### src/rtl/muldiv_pkg.sv
// Shared types for the HI/LO multiply/divide sequencer.
// Op and state encodings plus small op-decode helpers.
package muldiv_pkg;

    typedef enum logic [1:0] {
        OP_MULTU = 2'b00,
        OP_MULT  = 2'b01,
        OP_DIVU  = 2'b10,
        OP_DIV   = 2'b11
    } op_e;

    typedef enum logic [1:0] {
        S_IDLE  = 2'b00,
        S_CALC  = 2'b01,
        S_FIX   = 2'b10,
        S_WRITE = 2'b11
    } state_e;

    typedef enum logic {
        M_MUL = 1'b0,
        M_DIV = 1'b1
    } mode_e;

    function automatic logic op_signed(op_e op);
        return (op == OP_MULT) || (op == OP_DIV);
    endfunction

    function automatic mode_e op_mode(op_e op);
        return ((op == OP_DIVU) || (op == OP_DIV)) ? M_DIV : M_MUL;
    endfunction

endpackage

### src/rtl/hilo_muldiv_ctrl_if.sv
// Pipeline <-> muldiv sequencer bundle.
// master = pipeline side, slave = sequencer side.
interface hilo_muldiv_ctrl_if #(
    parameter int WORD_SIZE = 16
);
    logic                 start;
    logic [1:0]           op;
    logic [WORD_SIZE-1:0] src_a;
    logic [WORD_SIZE-1:0] src_b;
    logic                 abort;
    logic                 hilo_rd;
    logic                 busy;
    logic                 stall;
    logic                 done;
    logic                 hi_load;
    logic                 lo_load;
    logic [WORD_SIZE-1:0] hi_data;
    logic [WORD_SIZE-1:0] lo_data;

    modport master (
        output start, op, src_a, src_b, abort, hilo_rd,
        input  busy, stall, done, hi_load, lo_load,
        input  hi_data, lo_data
    );

    modport slave (
        input  start, op, src_a, src_b, abort, hilo_rd,
        output busy, stall, done, hi_load, lo_load,
        output hi_data, lo_data
    );
endinterface

### src/rtl/muldiv_step.sv
// One bit of shift-add multiply or restoring divide.
// acc = {hi, lo} for multiply, {remainder, dividend/quotient} for divide.
module muldiv_step
    import muldiv_pkg::*;
#(
    parameter int W = 16
) (
    input  mode_e          mode,
    input  logic [2*W-1:0] acc,
    input  logic [W-1:0]   operand,
    output logic [2*W-1:0] acc_next,
    output logic           qbit
);
    logic [W:0]   sum;
    logic [W:0]   shifted;
    logic [W-1:0] diff;

    always_comb begin
        sum      = {1'b0, acc[2*W-1:W]} + {1'b0, operand};
        shifted  = {acc[2*W-1:W], acc[W-1]};
        // remainder < divisor always, so the true difference fits W bits
        diff     = shifted[W-1:0] - operand;
        acc_next = '0;
        qbit     = 1'b0;
        unique case (mode)
            M_MUL: begin
                qbit     = acc[0];
                acc_next = acc[0] ? {sum, acc[W-1:1]}
                                  : {1'b0, acc[2*W-1:1]};
            end
            M_DIV: begin
                qbit     = (shifted >= {1'b0, operand});
                acc_next = {qbit ? diff : shifted[W-1:0],
                            acc[W-2:0], 1'b0};
            end
            default: begin
                qbit     = 1'b0;
                acc_next = acc;
            end
        endcase
    end
endmodule

### src/rtl/hilo_muldiv_ctrl.sv
// MULT/MULTU/DIV/DIVU sequencer: one bit per cycle, then sign fix,
// then a single-cycle HI/LO write strobe.
module hilo_muldiv_ctrl
    import muldiv_pkg::*;
#(
    parameter int WORD_SIZE = 16
) (
    input logic               clk,
    input logic               rst,
    hilo_muldiv_ctrl_if.slave bus
);
    localparam int W     = WORD_SIZE;
    localparam int CNT_W = $clog2(W) + 1;
    localparam logic [CNT_W-1:0] CNT_LAST = CNT_W'(W - 1);
    localparam logic [CNT_W-1:0] CNT_ONE  = CNT_W'(1);

    state_e         state;
    state_e         state_nx;
    mode_e          mode_q;
    logic           sign_a;
    logic           sign_b;
    logic [W-1:0]   opnd;
    logic [2*W-1:0] acc;
    logic [CNT_W-1:0] cnt;
    logic [W-1:0]   hi_q;
    logic [W-1:0]   lo_q;

    op_e            op_in;
    mode_e          mode_in;
    logic           a_neg;
    logic           b_neg;
    logic [W-1:0]   a_mag;
    logic [W-1:0]   b_mag;
    logic           div_zero;
    logic           issue;

    logic [2*W-1:0] step_acc;
    logic           step_q;

    logic [2*W-1:0] prod;
    logic [W-1:0]   quo;
    logic [W-1:0]   rem;
    logic [W-1:0]   fix_hi;
    logic [W-1:0]   fix_lo;

    assign op_in    = op_e'(bus.op);
    assign mode_in  = op_mode(op_in);
    assign a_neg    = op_signed(op_in) & bus.src_a[W-1];
    assign b_neg    = op_signed(op_in) & bus.src_b[W-1];
    assign a_mag    = a_neg ? -bus.src_a : bus.src_a;
    assign b_mag    = b_neg ? -bus.src_b : bus.src_b;
    assign div_zero = (mode_in == M_DIV) && (bus.src_b == '0);
    // abort wins over a same-cycle issue
    assign issue    = (state == S_IDLE) && bus.start && !bus.abort;

    muldiv_step #(
        .W(W)
    ) u_step (
        .mode    (mode_q),
        .acc     (acc),
        .operand (opnd),
        .acc_next(step_acc),
        .qbit    (step_q)
    );

    // sign flags are zero for unsigned ops, so no op check needed here
    always_comb begin
        prod   = (sign_a ^ sign_b) ? -acc : acc;
        quo    = (sign_a ^ sign_b) ? -acc[W-1:0] : acc[W-1:0];
        rem    = sign_a ? -acc[2*W-1:W] : acc[2*W-1:W];
        fix_hi = (mode_q == M_MUL) ? prod[2*W-1:W] : rem;
        fix_lo = (mode_q == M_MUL) ? prod[W-1:0]   : quo;
    end

    always_ff @(posedge clk or negedge rst) begin
        if (!rst) begin
            state <= S_IDLE;
        end else begin
            state <= state_nx;
        end
    end

    always_comb begin
        state_nx    = state;
        bus.busy    = 1'b0;
        bus.stall   = 1'b0;
        bus.done    = 1'b0;
        bus.hi_load = 1'b0;
        bus.lo_load = 1'b0;
        bus.hi_data = hi_q;
        bus.lo_data = lo_q;

        unique case (state)
            S_IDLE: begin
                if (issue) begin
                    state_nx = div_zero ? S_WRITE : S_CALC;
                end
            end
            S_CALC: begin
                if (bus.abort) begin
                    state_nx = S_IDLE;
                end else if (cnt == '0) begin
                    state_nx = S_FIX;
                end
            end
            S_FIX: begin
                state_nx = bus.abort ? S_IDLE : S_WRITE;
            end
            S_WRITE: begin
                state_nx = S_IDLE;
            end
            default: begin
                state_nx = S_IDLE;
            end
        endcase

        bus.busy    = (state != S_IDLE);
        bus.stall   = bus.busy & (bus.hilo_rd | bus.start);
        bus.done    = (state == S_WRITE);
        bus.hi_load = (state == S_WRITE);
        bus.lo_load = (state == S_WRITE);
    end

    always_ff @(posedge clk or negedge rst) begin
        if (!rst) begin
            mode_q <= M_MUL;
            sign_a <= 1'b0;
            sign_b <= 1'b0;
            opnd   <= '0;
            acc    <= '0;
            cnt    <= '0;
            hi_q   <= '0;
            lo_q   <= '0;
        end else begin
            if (issue) begin
                mode_q <= mode_in;
                sign_a <= a_neg;
                sign_b <= b_neg;
                cnt    <= CNT_LAST;
                if (mode_in == M_MUL) begin
                    acc  <= {{W{1'b0}}, b_mag};
                    opnd <= a_mag;
                end else begin
                    acc  <= {{W{1'b0}}, a_mag};
                    opnd <= b_mag;
                end
                if (div_zero) begin
                    hi_q <= bus.src_a;
                    lo_q <= '1;
                end
            end
            if (state == S_CALC) begin
                acc <= {step_acc[2*W-1:1],
                        (mode_q == M_DIV) ? step_q : step_acc[0]};
                cnt <= cnt - CNT_ONE;
            end
            if ((state == S_FIX) && !bus.abort) begin
                hi_q <= fix_hi;
                lo_q <= fix_lo;
            end
        end
    end
endmodule
### src/flat_wrapper.sv
// flat-port wrapper written by rule: the top's interface ports become plain ports
module hilo_muldiv_ctrl_flat import muldiv_pkg::*;
#(
    parameter int WORD_SIZE = 16
)
  (clk, rst, bus_start, bus_op, bus_src_a, bus_src_b, bus_abort, bus_hilo_rd, bus_busy, bus_stall, bus_done, bus_hi_load, bus_lo_load, bus_hi_data, bus_lo_data);
  hilo_muldiv_ctrl_if #(.WORD_SIZE(WORD_SIZE)) bus_i ();
  input logic clk;
  input logic rst;
  input wire logic [$bits(bus_i.start)-1:0] bus_start;
  input wire logic [$bits(bus_i.op)-1:0] bus_op;
  input wire logic [$bits(bus_i.src_a)-1:0] bus_src_a;
  input wire logic [$bits(bus_i.src_b)-1:0] bus_src_b;
  input wire logic [$bits(bus_i.abort)-1:0] bus_abort;
  input wire logic [$bits(bus_i.hilo_rd)-1:0] bus_hilo_rd;
  output wire logic [$bits(bus_i.busy)-1:0] bus_busy;
  output wire logic [$bits(bus_i.stall)-1:0] bus_stall;
  output wire logic [$bits(bus_i.done)-1:0] bus_done;
  output wire logic [$bits(bus_i.hi_load)-1:0] bus_hi_load;
  output wire logic [$bits(bus_i.lo_load)-1:0] bus_lo_load;
  output wire logic [$bits(bus_i.hi_data)-1:0] bus_hi_data;
  output wire logic [$bits(bus_i.lo_data)-1:0] bus_lo_data;
  assign bus_i.start = bus_start;
  assign bus_i.op = bus_op;
  assign bus_i.src_a = bus_src_a;
  assign bus_i.src_b = bus_src_b;
  assign bus_i.abort = bus_abort;
  assign bus_i.hilo_rd = bus_hilo_rd;
  assign bus_busy = bus_i.busy;
  assign bus_stall = bus_i.stall;
  assign bus_done = bus_i.done;
  assign bus_hi_load = bus_i.hi_load;
  assign bus_lo_load = bus_i.lo_load;
  assign bus_hi_data = bus_i.hi_data;
  assign bus_lo_data = bus_i.lo_data;
  hilo_muldiv_ctrl #(.WORD_SIZE(WORD_SIZE)) u_core (.clk(clk), .rst(rst), .bus(bus_i));
endmodule
### config.mk
export PLATFORM = sky130hd
export DESIGN_NAME = hilo_muldiv_ctrl_flat
export DESIGN_NICKNAME = d
export VERILOG_FILES = /design/src/rtl/muldiv_pkg.sv /design/src/rtl/hilo_muldiv_ctrl_if.sv /design/src/rtl/muldiv_step.sv /design/src/rtl/hilo_muldiv_ctrl.sv /design/src/flat_wrapper.sv
export SDC_FILE = /design/constraint.sdc
export NUM_CORES = 1
export LEC_CHECK = 0
export CAP_MARGIN = 40
export CORE_MARGIN = 2
export CORE_UTILIZATION = 35
export CTS_CLUSTER_DIAMETER = 60
export DETAILED_ROUTE_END_ITERATION = 7
export RECOVER_POWER = 50
export SYNTH_ARGS = -nofsm -noshare
export SYNTH_HDL_FRONTEND = slang
export SYNTH_HIERARCHICAL = 1
export SYNTH_SLANG_ARGS = --single-unit
### constraint.sdc
create_clock -name clk -period 2.6 [get_ports clk]
set_clock_uncertainty 0.05 [all_clocks]
set_input_delay 0.52 -clock clk [delete_from_list [all_inputs] [get_ports clk]]
set_output_delay 0.52 -clock clk [all_outputs]
set_load 0.02 [all_outputs]
After elaboration in Yosys (flattened, before gate mapping)
Index checks and enable logic that the tools add are counted.
{"block": "totals", "regBits": 90, "inputBits": 39, "output_inout_bits": 37, "elab_cells": 78}
{"block": "op_classes", "addsub": 8, "magnitude_cmp": 1, "n_eq_ne": 8, "n_mux": 30, "bitwise_logic": 6, "n_reduce_logical": 16}
{"operator": "$mux W16", "n": 15}
{"operator": "$mux W32", "n": 4}
{"operator": "$neg A16 Y16", "n": 4}
{"operator": "$pmux W32 S2", "n": 1}
{"operator": "$neg A32 Y32", "n": 1}
{"operator": "$add A16 B16 Y17", "n": 1}
{"operator": "$ge A17 B16 Y1", "n": 1}
{"operator": "$logic_not A16 Y1", "n": 1}
{"operator": "$sub A16 B16 Y16", "n": 1}
{"operator": "$mux W2", "n": 5}
{"operator": "$mux W5", "n": 2}
{"operator": "$eq A2 B2 Y1 const B", "n": 4}
{"operator": "$pmux W2 S4", "n": 1}
{"operator": "$reduce_bool A2 Y1", "n": 4}
{"operator": "$logic_not A5 Y1", "n": 1}
{"operator": "$sub A5 B1 Y5 const B", "n": 1}
{"operator": "$eq A2 B1 Y1 const B", "n": 2}
{"operator": "$logic_and A1 B1 Y1", "n": 4}
{"operator": "$reduce_and A2 Y1", "n": 2}
{"operator": "$and A1 B1 Y1", "n": 3}
{"operator": "$ne A3 B2 Y1 const B", "n": 1}
{"operator": "$logic_not A2 Y1", "n": 1}
{"operator": "$logic_or A1 B1 Y1", "n": 2}
{"operator": "$mux W1", "n": 2}
{"operator": "other kinds (5)", "n": 5}

Depth between registers and ports, before layout
Gate-level depths: netlist (run 1).
{"block": "depth", "ltp_word": 7, "depth_mapped": 13}

Modules after synthesis
Netlist (run 1), hierarchy kept.
{"mod": "hilo_muldiv_ctrl", "n_inst": 1, "cells_per_inst": 623, "area_each_um2": 5422.7, "seq_area_each_um2": 2252.2}
{"mod": "muldiv_step", "n_inst": 1, "cells_per_inst": 321, "area_each_um2": 2265.9, "seq_area_each_um2": 0.0}

Least setup slack after synthesis (run 1)
OpenSTA, ideal clock, no wires.
{"block": "synth_timing", "kind": "flip-flop to flip-flop", "start": "register u_core.acc[16]", "end": "register u_core.acc[31]", "setup_time_ps": 135, "t_arrival_ps": 2535, "t_required_ps": 2415, "setup_slack_ps": -121, "stages_incl_launch_ff": 12, "period_less_slack_ps": 2721, "path_cell_list": "dfrtp_1 > ha_1 > fa_1 > a211oi_1 > o211ai_1 > a41oi_1 > o31ai_1 > a21o_1 > a21oi_1 > o32ai_1 > nand2_1 > o21ai_0"}
{"block": "synth_via", "elab_chain_cells": 4, "word_cells_on_any_way": 7, "classes_between": "2 x add/sub; 1 x order compare; 4 x mux"}
{"item": "start, declared", "line": "hilo_muldiv_ctrl.sv:23", "rtl": "logic [2*W-1:0] acc;"}
{"item": "start signal, assigned", "line": "hilo_muldiv_ctrl.sv:141", "rtl": "acc <= {{W{1'b0}}, b_mag};"}
{"item": "start signal, assigned", "line": "hilo_muldiv_ctrl.sv:144", "rtl": "acc <= {{W{1'b0}}, a_mag};"}
{"item": "start signal, assigned", "line": "hilo_muldiv_ctrl.sv:153", "rtl": "acc <= {step_acc[2*W-1:1],"}
{"item": "$sub A16 B16 Y16, or another cell as far along", "line": "muldiv_step.sv:22", "rtl": "diff = shifted[W-1:0] - operand;"}
{"item": "$mux W16 / $mux W32 (equally long branches)", "line": "muldiv_step.sv:33, muldiv_step.sv:28"}
{"item": "$pmux W32 S2 *", "line": "muldiv_step.sv:25", "rtl": "unique case (mode)"}
{"item": "via u_core.step_acc[31]", "line": "hilo_muldiv_ctrl.sv:37", "rtl": "logic [2*W-1:0] step_acc;"}
{"item": "$mux W32 *", "line": "hilo_muldiv_ctrl.sv:152", "rtl": "if (state == S_CALC) begin"}
The timed path passes the listed nets; every way through them passes the cells marked *.
A chain may end at the register's enable or synchronous reset.

Worst setup path in the final report (run 1)
{"block": "layout_timing", "start": "register u_core.acc[15]", "end": "register u_core.acc[30]"}
{"block": "layout_via", "elab_chain_cells": 4, "word_cells_on_any_way": 5, "classes_between": "1 x add/sub; 1 x order compare; 3 x mux"}
{"item": "$sub A16 B16 Y16 / $ge A17 B16 Y1 (equally long branches)", "line": "muldiv_step.sv:22, muldiv_step.sv:32"}
{"item": "$mux W16 *", "line": "muldiv_step.sv:33", "rtl": "acc_next = {qbit ? diff : shifted[W-1:0],"}
{"item": "$pmux W32 S2 *", "line": "muldiv_step.sv:25"}
{"item": "via u_core.step_acc[30]", "line": "hilo_muldiv_ctrl.sv:37"}
{"item": "$mux W32 *", "line": "hilo_muldiv_ctrl.sv:152"}
Marked as above.

==> impl_metrics.toml, run 1 <==
[outcome]
status = "finished with violations"
violations = "setup timing"

[drt]
routedWlPerCell_um = 18.5
drt-total-wl_um = 26900
vias = 8162
drt_iter0_markers = 809
drcViolationCount = 0
drt_first_pass_iters = 5
ant_nets = 0
vias_per_cell = 5.62

[placed_design]
dp_slack_ps = -222
dp_hpwl_um = 20200
place_inst = 1417
portBuffers = 75
place_area_sq_um = 9910
place.gp.congestion = 0.956

[die]
die_h_um = 152
rows = 54
core_area_sq_um = 21700
pin_count = 76
die_x_um = 152
dieArea_sq_um = 23200
start_util_pct = 35.5

[worst_setup_path]
critPathMaxStageDelay_ps = 390
cp-start-kind = "flip-flop"
crit_top_cell = "inv_2"
worstSetupPathType = "flip-flop to flip-flop"
regToRegStartpoint = "u_core/acc[15]"
cpMaxStageDelayCell = "dfrtp_1"
cp.required_ps = 2840
arrival_ps = 2970
critical-path-top-delay-family = "compound AO/OA/AOI/OAI gates"
crit_buf_inv = 2
crit_path_end_kind = "flip-flop"
crit_chain = "inv_2 -> ha_4 -> inv_2 -> fa_2 -> a211o_1 -> a21oi_4 -> nor2_4 -> o41ai_4 -> xnor2_1 -> mux2i_1 -> a221oi_2 -> nand2_1 -> o21ai_1"
crit_path_max_fanout = 3
startpoint = "u_core/acc[15]"

[clocking]
cts_tree = "built"
cts_root_buffer = "clkbuf_16"
h-tree-depth = 3
cts_made_buffers = 9
clock_path_buffers = 2
clock_latency_ps = 360
clkTransAtPathRegs_ps = 80
cts_sinks = 90

[layout]
n_antenna_cell = 0
final_nets = 1246
area_growth_pct = 40.2
drive_above_1_share_pct = 25.5
final_util_pct = 49.7
layoutNonFillerInstCount = 1453
finalInstanceArea_sq_um = 10800

[sta]
layout_worst_path_cycle_share_pct = 105
tightest_slew_ps = 1320
fmax_ghz = 0.366
setup_viol = 7
drv_slew = 0
layout_min_cycle_time_ps = 2730
slew_headroom_pct = 12.1
setup_ws_ps = -134
rsz0062_at_grt = "yes"
finalHoldViolCount = 0

[pwr]
p_total_mw = 14.3
power_density_nw_per_um2 = 1330
leakage_nw = 4.59
ir_drop_uv = 448

[synthesis]
synth_nets = 1022
syn_inst = 944
yosys.cell_types.count = 74
synth-edff-count = 0
ys_seq_area_share_pct = 29.3
ys_warn_count = 6
avgSynthCellArea_sq_um = 8.14
synthesis.area_sq_um = 7690
ys_top_cells_by_area = "dfrtp_1 29%, ha_1 6.0%, xnor2_1 5.7%"
yosysTopAreaCellShare_pct = 29.3
synth_flop_cell = "dfrtp_1"
ys_seq_elements = 90
async_flop_share_pct = 100
synth_top_cell_by_area = "dfrtp_1"

[grt]
grt_overflow = 0
grt_use_total_pct = 22.4
grt_pass1_wl_um = 42000
antenna_found_initial = 0
grt_start_max_net_pins = 91
grt_pass1_vias = 7752

[job]
cap_violations = 0

[hold_path]
hp-start = "u_core/cnt[0]"
hold_path.class = "flip-flop to flip-flop"
## placed cells by master, fill, tap and decap left out, types with 9 or more instances in the layout
cell type        Yosys  layout
ha_1                37      27
xnor2_1             50      50
nor4_1              11       9
o21a_1              10      10
mux2_2              14      14
nand3_1             13       9
clkbuf_16            0       9
xor2_1              26      26
nor2_1              61      56
nor3_1              34      32
and3_1              12      12
dfrtp_1             90      84
o221ai_1            14      14
o21ai_1             24      28
clkdlybuf4s50_1      0      73
inv_1               39      34
mux2i_1             25      25
buf_4                2     166
o21ai_0             71      66
a211oi_1            25      20
nor2b_1             16      14
a21oi_1             82      76
a21o_1              11      11
nand2_1            105     105
## stage by stage
stage	hold WS, ps	TNS (ps)
finish	446	-360
floorplan	174	-59.1
global placement	427	-1760
CTS	174	-295
global route	476	-1780
detailed placement	440	-2560
## where the power goes
group          switching [mW]  leakage (nW)  internal, mW
Sequential              0.568          1.09          1.98
Clock                   0.676         0.156         0.777
Combinational            5.28          3.34          5.04
## cells by family after synthesis
| group | Yosys count | synth area share, % |
|---|---|---|
| xor+xnor | 76 | 8.66 |
| flops | 90 | 29.3 |
| buf+inv | 84 | 4.88 |
| fa+ha+maj | 39 | 6.54 |
| simple gates | 306 | 20.1 |
| mux | 39 | 5.31 |
| compound gates | 310 | 25.2 |
## worst reg2reg max path, stage by stage (launching register included)
cell and delay [ps]:
dfrtp_1 390, inv_2 80, ha_4 140, inv_2 40, fa_2 370, a211o_1 360, a21oi_4 230, nor2_4 60
o41ai_4 310, xnor2_1 170, mux2i_1 110, a221oi_2 230, nand2_1 70, o21ai_1 70
## cells in the mapped netlist (26+ instances only)
cell	number
xnor2_1	50
inv_1	39
ha_1	37
nor2_1	61
clkbuf_1	27
a21oi_1	82
xor2_1	26
nor3_1	34
o21ai_0	71
nand2_1	105
dfrtp_1	90
## metal layers
| metal | track usage [%] | share of wire [%] | up-vias |
|---|---|---|---|
| met3 | 3.30 | 6.3 | 46 |
| met2 | 34.9 | 45 | 305 |
| li1 | - | - | 3892 |
| met1 | 31.7 | 46 | 3919 |
| met4 | 8.19 | 2.6 | 0 |
| met5 | 0 | 0 | - |
## repair_timing
action,in CTS,in global routing
setup buffers,11,9
cloned,0,0
pin swaps,18,38
endpoints found under the setup margin,12,23
hold buffers,0,0
resized for setup,32,60
## path summary, 6_finish.rpt
check	endpoint	slack (ps)	cells past startpoint
min in group asynchronous	u_core/bus.lo_data[5]	520	2
hold reg to reg	u_core/cnt[0]	450	1
setup / recovery	u_core/acc[30]	-130	13
max in group asynchronous	u_core/opnd[9]	1050	2
setup reg to reg	u_core/acc[30]	-130	13
hold / removal	u_core/cnt[0]	450	1
## sequential cells by signal, summed over array words and instances, names as in the netlist
| name | cells |
|---|---|
| u_core/sign_b | 1 |
| u_core/bus.hi_data | 16 |
| u_core/state | 2 |
| u_core/cnt | 5 |
| u_core/opnd | 16 |
| u_core/mode_q | 1 |
| u_core/bus.lo_data | 16 |
| u_core/sign_a | 1 |
| u_core/acc | 32 |
## final cells by class
| type | instances | area, sq um |
|---|---|---|
| inverter | 39 | 146 |
| clock buffer | 9 | 225 |
| timing repair buffer | 258 | 2220 |
| tap | 280 | 350 |
| multi-input combinational | 770 | 5490 |
| sequential | 90 | 2260 |
| fill | 2098 | 10900 |
| clock inverter | 7 | 90.1 |
No activity file was read; power rests on OpenSTA's default activity.
==> inputs of run 2 (changes only) <==
--- a/config.mk
+++ b/config.mk
@@ -10,6 +10,7 @@
 export CORE_UTILIZATION = 35
 export CTS_CLUSTER_DIAMETER = 60
 export DETAILED_ROUTE_END_ITERATION = 7
+export PLACE_DENSITY = 0.61
 export RECOVER_POWER = 50
 export SYNTH_ARGS = -nofsm -noshare
 export SYNTH_HDL_FRONTEND = slang
==> run 2 against run 1 <==
  * The run still ends with setup timing left
  * Combinational power decreased by 7%
  * Routed wire length decreased by 1.5%
  * Critical path depth unchanged
  * Core utilization decreased by 1.5 points
  * Maximum frequency increased by 2.8%
  * Critical endpoint unchanged
==> impl_metrics.toml, run 2 (same netlist as run 1, synthesis figures left out) <==
[clocking]
clock_latency_ps = 360
cts_root_buffer = "clkbuf_16"
cts_made_buffers = 9
clkTransAtPathRegs_ps = 70
ctsHoldBuffers = 0
cts_sinks = 90
h-tree-depth = 3
clock_path_buffers = 2
cts_tree = "built"

[hold_path]
hold_path.class = "input pin to async pin"

[drt]
ant_nets = 0
vias_per_cell = 5.65
drt_iter0_markers = 765
drcViolationCount = 0
vias = 8077
routedWlPerCell_um = 18.5
drt-total-wl_um = 26400
drt_first_pass_iters = 5

[layout]
final_common_cell = "buf_4"
final_nets = 1223
final_util_pct = 48.2
fillCellCount = 2092
registers.top_by_ff_count = "u_core/acc"
n_antenna_cell = 0
layout_common_cells = "146 x buf_4, 103 x nand2_1, 85 x dfrtp_1, 77 x a21oi_1, 73 x clkdlybuf4s50_1"
largest_reg_flops = 32
area_growth_pct = 35.9
drive_above_1_share_pct = 23.6

[placed_design]
portBuffers = 75
dp_slack_ps = -210
place.gp.congestion = 0.937
dp_hpwl_um = 20000

[pwr]
p_clk_share_pct = 10.2
ir_drop_uv = 393
p_sw_share_pct = 45.8
pwr-share-seq_pct = 19.1
power_density_nw_per_um2 = 1290
switchingPower_mw = 6.19
comb_power_share_pct = 70.7
internal-power_mw = 7.32
leakage_nw = 4.42

[sta]
setup_ws_ps = -60.5
tightest_slew_ps = 1110
fmax_ghz = 0.376
rsz0062_at_grt = "yes"
layout_min_cycle_time_ps = 2660
layout_worst_path_cycle_share_pct = 102
setup_viol = 7
drv_slew = 0
fin_setup_tns_ps = -228
slew_headroom_pct = 26.1
finalHoldViolCount = 0

[outcome]
status = "finished with violations"
violations = "setup timing"

[die]
die_x_um = 152
die_h_um = 152
pin_count = 76
dieArea_sq_um = 23200
core_area_sq_um = 21700
start_util_pct = 35.5
rows = 54

[worst_setup_path]
cp.required_ps = 2840
crit_top_cell = "inv_2"
crit_buf_inv = 2
crit_chain = "inv_2 -> ha_2 -> inv_2 -> fa_2 -> a211o_1 -> a21oi_4 -> nor2_2 -> o41ai_2 -> xnor2_1 -> mux2i_1 -> a221oi_1 -> nand2_1 -> o21ai_1"
cp-start-kind = "flip-flop"
crit_path_max_fanout = 3
worstSetupPathType = "flip-flop to flip-flop"
crit_path_end_kind = "flip-flop"
cpMaxStageDelayCell = "dfrtp_1"
critPathMaxStageDelay_ps = 390
arrival_ps = 2900
critical-path-top-delay-family = "compound AO/OA/AOI/OAI gates"

[grt]
grt_start_max_net_pins = 63
grt_pass1_vias = 7559
antenna_found_initial = 0
grt_overflow = 0
grt_pass1_wl_um = 41600
grt_use_total_pct = 22.2

[job]
cap_violations = 0
## run 2: cell count changes in the layout (fill, tap and decap cells not counted), sizes merged
cell / before / now
clkbuf: 13 / 16
clkinvlp: 0 / 2
buf: 180 / 155
inv: 44 / 41
clkinv: 1 / 0
## run 2: what timing repair did
action | CTS | global route
gates cloned | 0 | 0
buffers inserted | 3 | 4
endpoints found under the setup margin | 15 | 24
gates resized for setup | 35 | 43
pin swaps | 10 | 23
## run 2: stage by stage
stage,instance area [sq um],hold WS (ps),power [mW],instances
4_1_cts,10300,107,13.0,1425
3_5_place_dp,9810,439,11.2,1407
2_1_floorplan,7720,174,7.79,944
6_report,10500,294,13.5,1429
5_1_grt,10500,350,14.5,1429
3_3_place_gp,9810,430,11.1,1407
## run 2: per-layer routing
layer	wire length (um)	GRT usage (%)	part of all wire, %
met3	1600	2.30	6.1
met1	12400	32.4	47
met2	11700	33.4	44
met5	0	0	0
met4	752	9.52	2.8
## run 2: final timing paths
check,startpoint,end,slack (ps),cells after the start
setup / recovery,u_core/acc[15],u_core/acc[30],-60,13
hold / removal,rst,u_core/bus.lo_data[0],290,1
setup reg to reg,u_core/acc[15],u_core/acc[30],-60,13
hold reg to reg,u_core/cnt[0],u_core/cnt[0],450,1
max in group asynchronous,rst,u_core/opnd[1],610,2
min in group clk,u_core/cnt[0],u_core/cnt[0],450,1
## run 2: final cells by class
type,instances,area (sq um),share of cell area [%]
flip-flops and latches,90,2260,21.6
multi-input cells,770,5400,51.7
clock inverters,5,62.6,0.599
clock buffers,10,239,2.29
inverters,39,146,1.40
repair buffers,235,1990,19.1
well taps,280,350,3.35
## run 2: worst reg2reg max path: cells and delay by family (launching register included)
| family | cells | cell delay (ps) |
|---|---|---|
| mux | 1 | 90 |
| simple gates | 2 | 160 |
| buf+inv | 2 | 100 |
| fa+ha+maj | 2 | 540 |
| compound gates | 5 | 1110 |
| flops | 1 | 390 |
| xor+xnor | 1 | 160 |
## run 2: power groups by stage
stage | logic, mW | clock network, mW | registers [mW]
3_5_place_dp | 8.58 | 0 | 2.58
3_3_place_gp | 8.52 | 0 | 2.56
6_report | 9.56 | 1.37 | 2.58
5_1_grt | 10.4 | 1.45 | 2.66
2_1_floorplan | 4.92 | 0 | 2.87
4_1_cts | 8.99 | 1.40 | 2.56
==> inputs of run 3 (changes only) <==
--- a/config.mk
+++ b/config.mk
@@ -5,12 +5,14 @@
 export SDC_FILE = /design/constraint.sdc
 export NUM_CORES = 1
 export LEC_CHECK = 0
+export ABC_CLOCK_PERIOD_IN_PS = 2600
 export CAP_MARGIN = 40
 export CORE_MARGIN = 2
 export CORE_UTILIZATION = 35
 export CTS_CLUSTER_DIAMETER = 60
 export DETAILED_ROUTE_END_ITERATION = 7
-export PLACE_DENSITY = 0.61
+export DONT_BUFFER_PORTS = 1
+export PLACE_DENSITY = 0.57
 export RECOVER_POWER = 50
 export SYNTH_ARGS = -nofsm -noshare
 export SYNTH_HDL_FRONTEND = slang
==> run 3 against run 2 <==
  * The run ends with hold timing, setup timing left
  * Non-clock buffer count shrank 110
  * Sequential cell count is the same
  * Routed wire length shrank 3.0%
  * Clock-buffer cell count unchanged
  * Total power decreased by 4.7%
  * Core utilization decreased by 4.7 points
  * Setup slack improved by 25 ps
  * Register-to-register slack better by 20 ps
  * Die area unchanged
  * First-iteration DRC count shrank 6.1%
  * Maximum frequency up 0.94%
  * Clock power barely moved
==> impl_metrics.toml, run 3 (same netlist as run 1, synthesis figures left out) <==
[placed_design]
dp_hpwl_um = 19400
portBuffers = 0
place.gp.congestion = 0.893
dp_slack_ps = -191

[drt]
drt-total-wl_um = 25700
routedWlPerCell_um = 19.4
vias = 7571
ant_nets = 0
drt_first_pass_iters = 5
drcViolationCount = 0
vias_per_cell = 5.74
drt_iter0_markers = 718

[layout]
layout_common_cells = "115 x buf_4, 105 x nand2_1, 86 x dfrtp_1, 78 x a21oi_1, 67 x o21ai_0"
final_common_cell = "buf_4"
ff_latch_area_sq_um = 2260
fillCellCount = 2116
final_nets = 1114
drive_above_1_share_pct = 21.2
multiInputGateArea_sq_um = 5370
n_antenna_cell = 0
area_growth_pct = 22.6
largest_reg_flops = 32
registers.top_by_ff_count = "u_core/acc"

[sta]
layout_min_cycle_time_ps = 2640
tightest_slew_ps = 600
slew_headroom_pct = 60.3
layout_worst_path_cycle_share_pct = 101
rsz0062_at_grt = "yes"
drv_slew = 0
finalHoldViolCount = 90
setup_ws_ps = -35.7
hold_ws_ps = -200
setup_viol = 4
fmax_ghz = 0.379

[hold_path]
hold_path.class = "input pin to async pin"

[clocking]
cts_root_buffer = "clkbuf_16"
cts_sinks = 90
cts_made_buffers = 9
cts_tree = "built"
clock_latency_ps = 360
h-tree-depth = 3
clkTransAtPathRegs_ps = 70
clock_path_buffers = 2

[die]
pin_count = 76
dieArea_sq_um = 23200
rows = 54
start_util_pct = 35.5
core_area_sq_um = 21700
die_x_um = 152
die_h_um = 152

[worst_setup_path]
arrival_ps = 2860
worstSetupPathType = "flip-flop to flip-flop"
cp-start-kind = "flip-flop"
cp.required_ps = 2830
crit_path_max_fanout = 3
crit_path_end_kind = "flip-flop"

[pwr]
leakage_nw = 3.97
power_density_nw_per_um2 = 1370
ir_drop_uv = 400

[outcome]
violations = "hold timing, setup timing"
status = "finished with violations"

[grt]
grt_use_total_pct = 21.6
grt_pass1_vias = 7095
grt_overflow = 0
antenna_found_initial = 0
grt_start_max_net_pins = 91
grt_pass1_wl_um = 39700

[job]
cap_violations = 0
==> run 3: cell types whose count changed in the layout (fill, tap and decap cells not counted), sizes merged <==
cell / delta
buf: -30
clkbuf: -6
clkdlybuf4s50: -73
clkinv: +1
clkinvlp: -1
dlygate4sd3: -1
nand2: +1
==> run 3: layout make-up <==
cell class,count,share of cell area (%)
clock buffer,10,2.43
tap,280,3.72
clock inverter,5,0.677
timing repair buffer,125,10.7
sequential,90,23.9
multi-input combinational,771,57.0
inverter,39,1.55
==> run 3: routing by layer <==
metal  routed length [um]  vias to the layer above  global-route usage, %
li1                     -                     3646                      -
met1                11500                     3613                   30.1
met2                11600                      272                   33.3
met3                 1860                       38                   4.21
met4                  652                        2                   7.79
met5                   37                        -                      0
==> run 3: worst max-delay path, stage by stage (launching register included) <==
cell and delay (ps):
dfrtp_1 370, inv_1 80, ha_1 160, inv_1 60
fa_2 360, a211o_1 320, a21oi_4 180, nor2_2 80
o41ai_2 240, xnor2_1 150, mux2i_1 90, a221oi_1 280
nand2_1 70, o21ai_0 80
==> run 3: path summary, 6_finish.rpt <==
check	start	end	slack (ps)	depth (start not counted)
worst max-delay path	u_core/acc[15]	u_core/acc[30]	-40	13
worst min-delay path	rst	u_core/bus.lo_data[5]	-200	0
worst max register to register	u_core/acc[15]	u_core/acc[30]	-40	13
worst min register to register	u_core/cnt[0]	u_core/cnt[0]	450	1
max in group asynchronous	rst	u_core/acc[18]	2570	0
min in group clk	bus_abort	u_core/state[1]	170	1
==> run 3: power by group <==
group	internal [mW]	switching, mW	leakage [nW]
registers	1.98	0.908	1.10
clock network	0.750	0.617	0.140
logic	4.11	4.51	2.73
total	6.84	6.04	3.97
==> run 3: metrics by stage <==
stage                     cells  cell area [sq um]  utilization, %  total power [mW]  TNS, ps
after floorplan             944               7720               -              7.79    -59.1
after global placement     1297               8780            40.5              10.6     -688
after detailed placement   1297               8780            40.5              10.6    -1020
after CTS                  1312               9170            42.3              12.2     -155
after global routing       1320               9430            43.5              13.8    -1580
final                      1320               9430            43.5              12.9    -72.0
==> run 3: repair_timing <==
action                                  CTS  global route
resized for setup                        21            38
pin swaps                                 8            26
hold endpoints to repair                 90            90
setup buffers                             0             7
gates cloned                              0             1
endpoints found under the setup margin   11            21
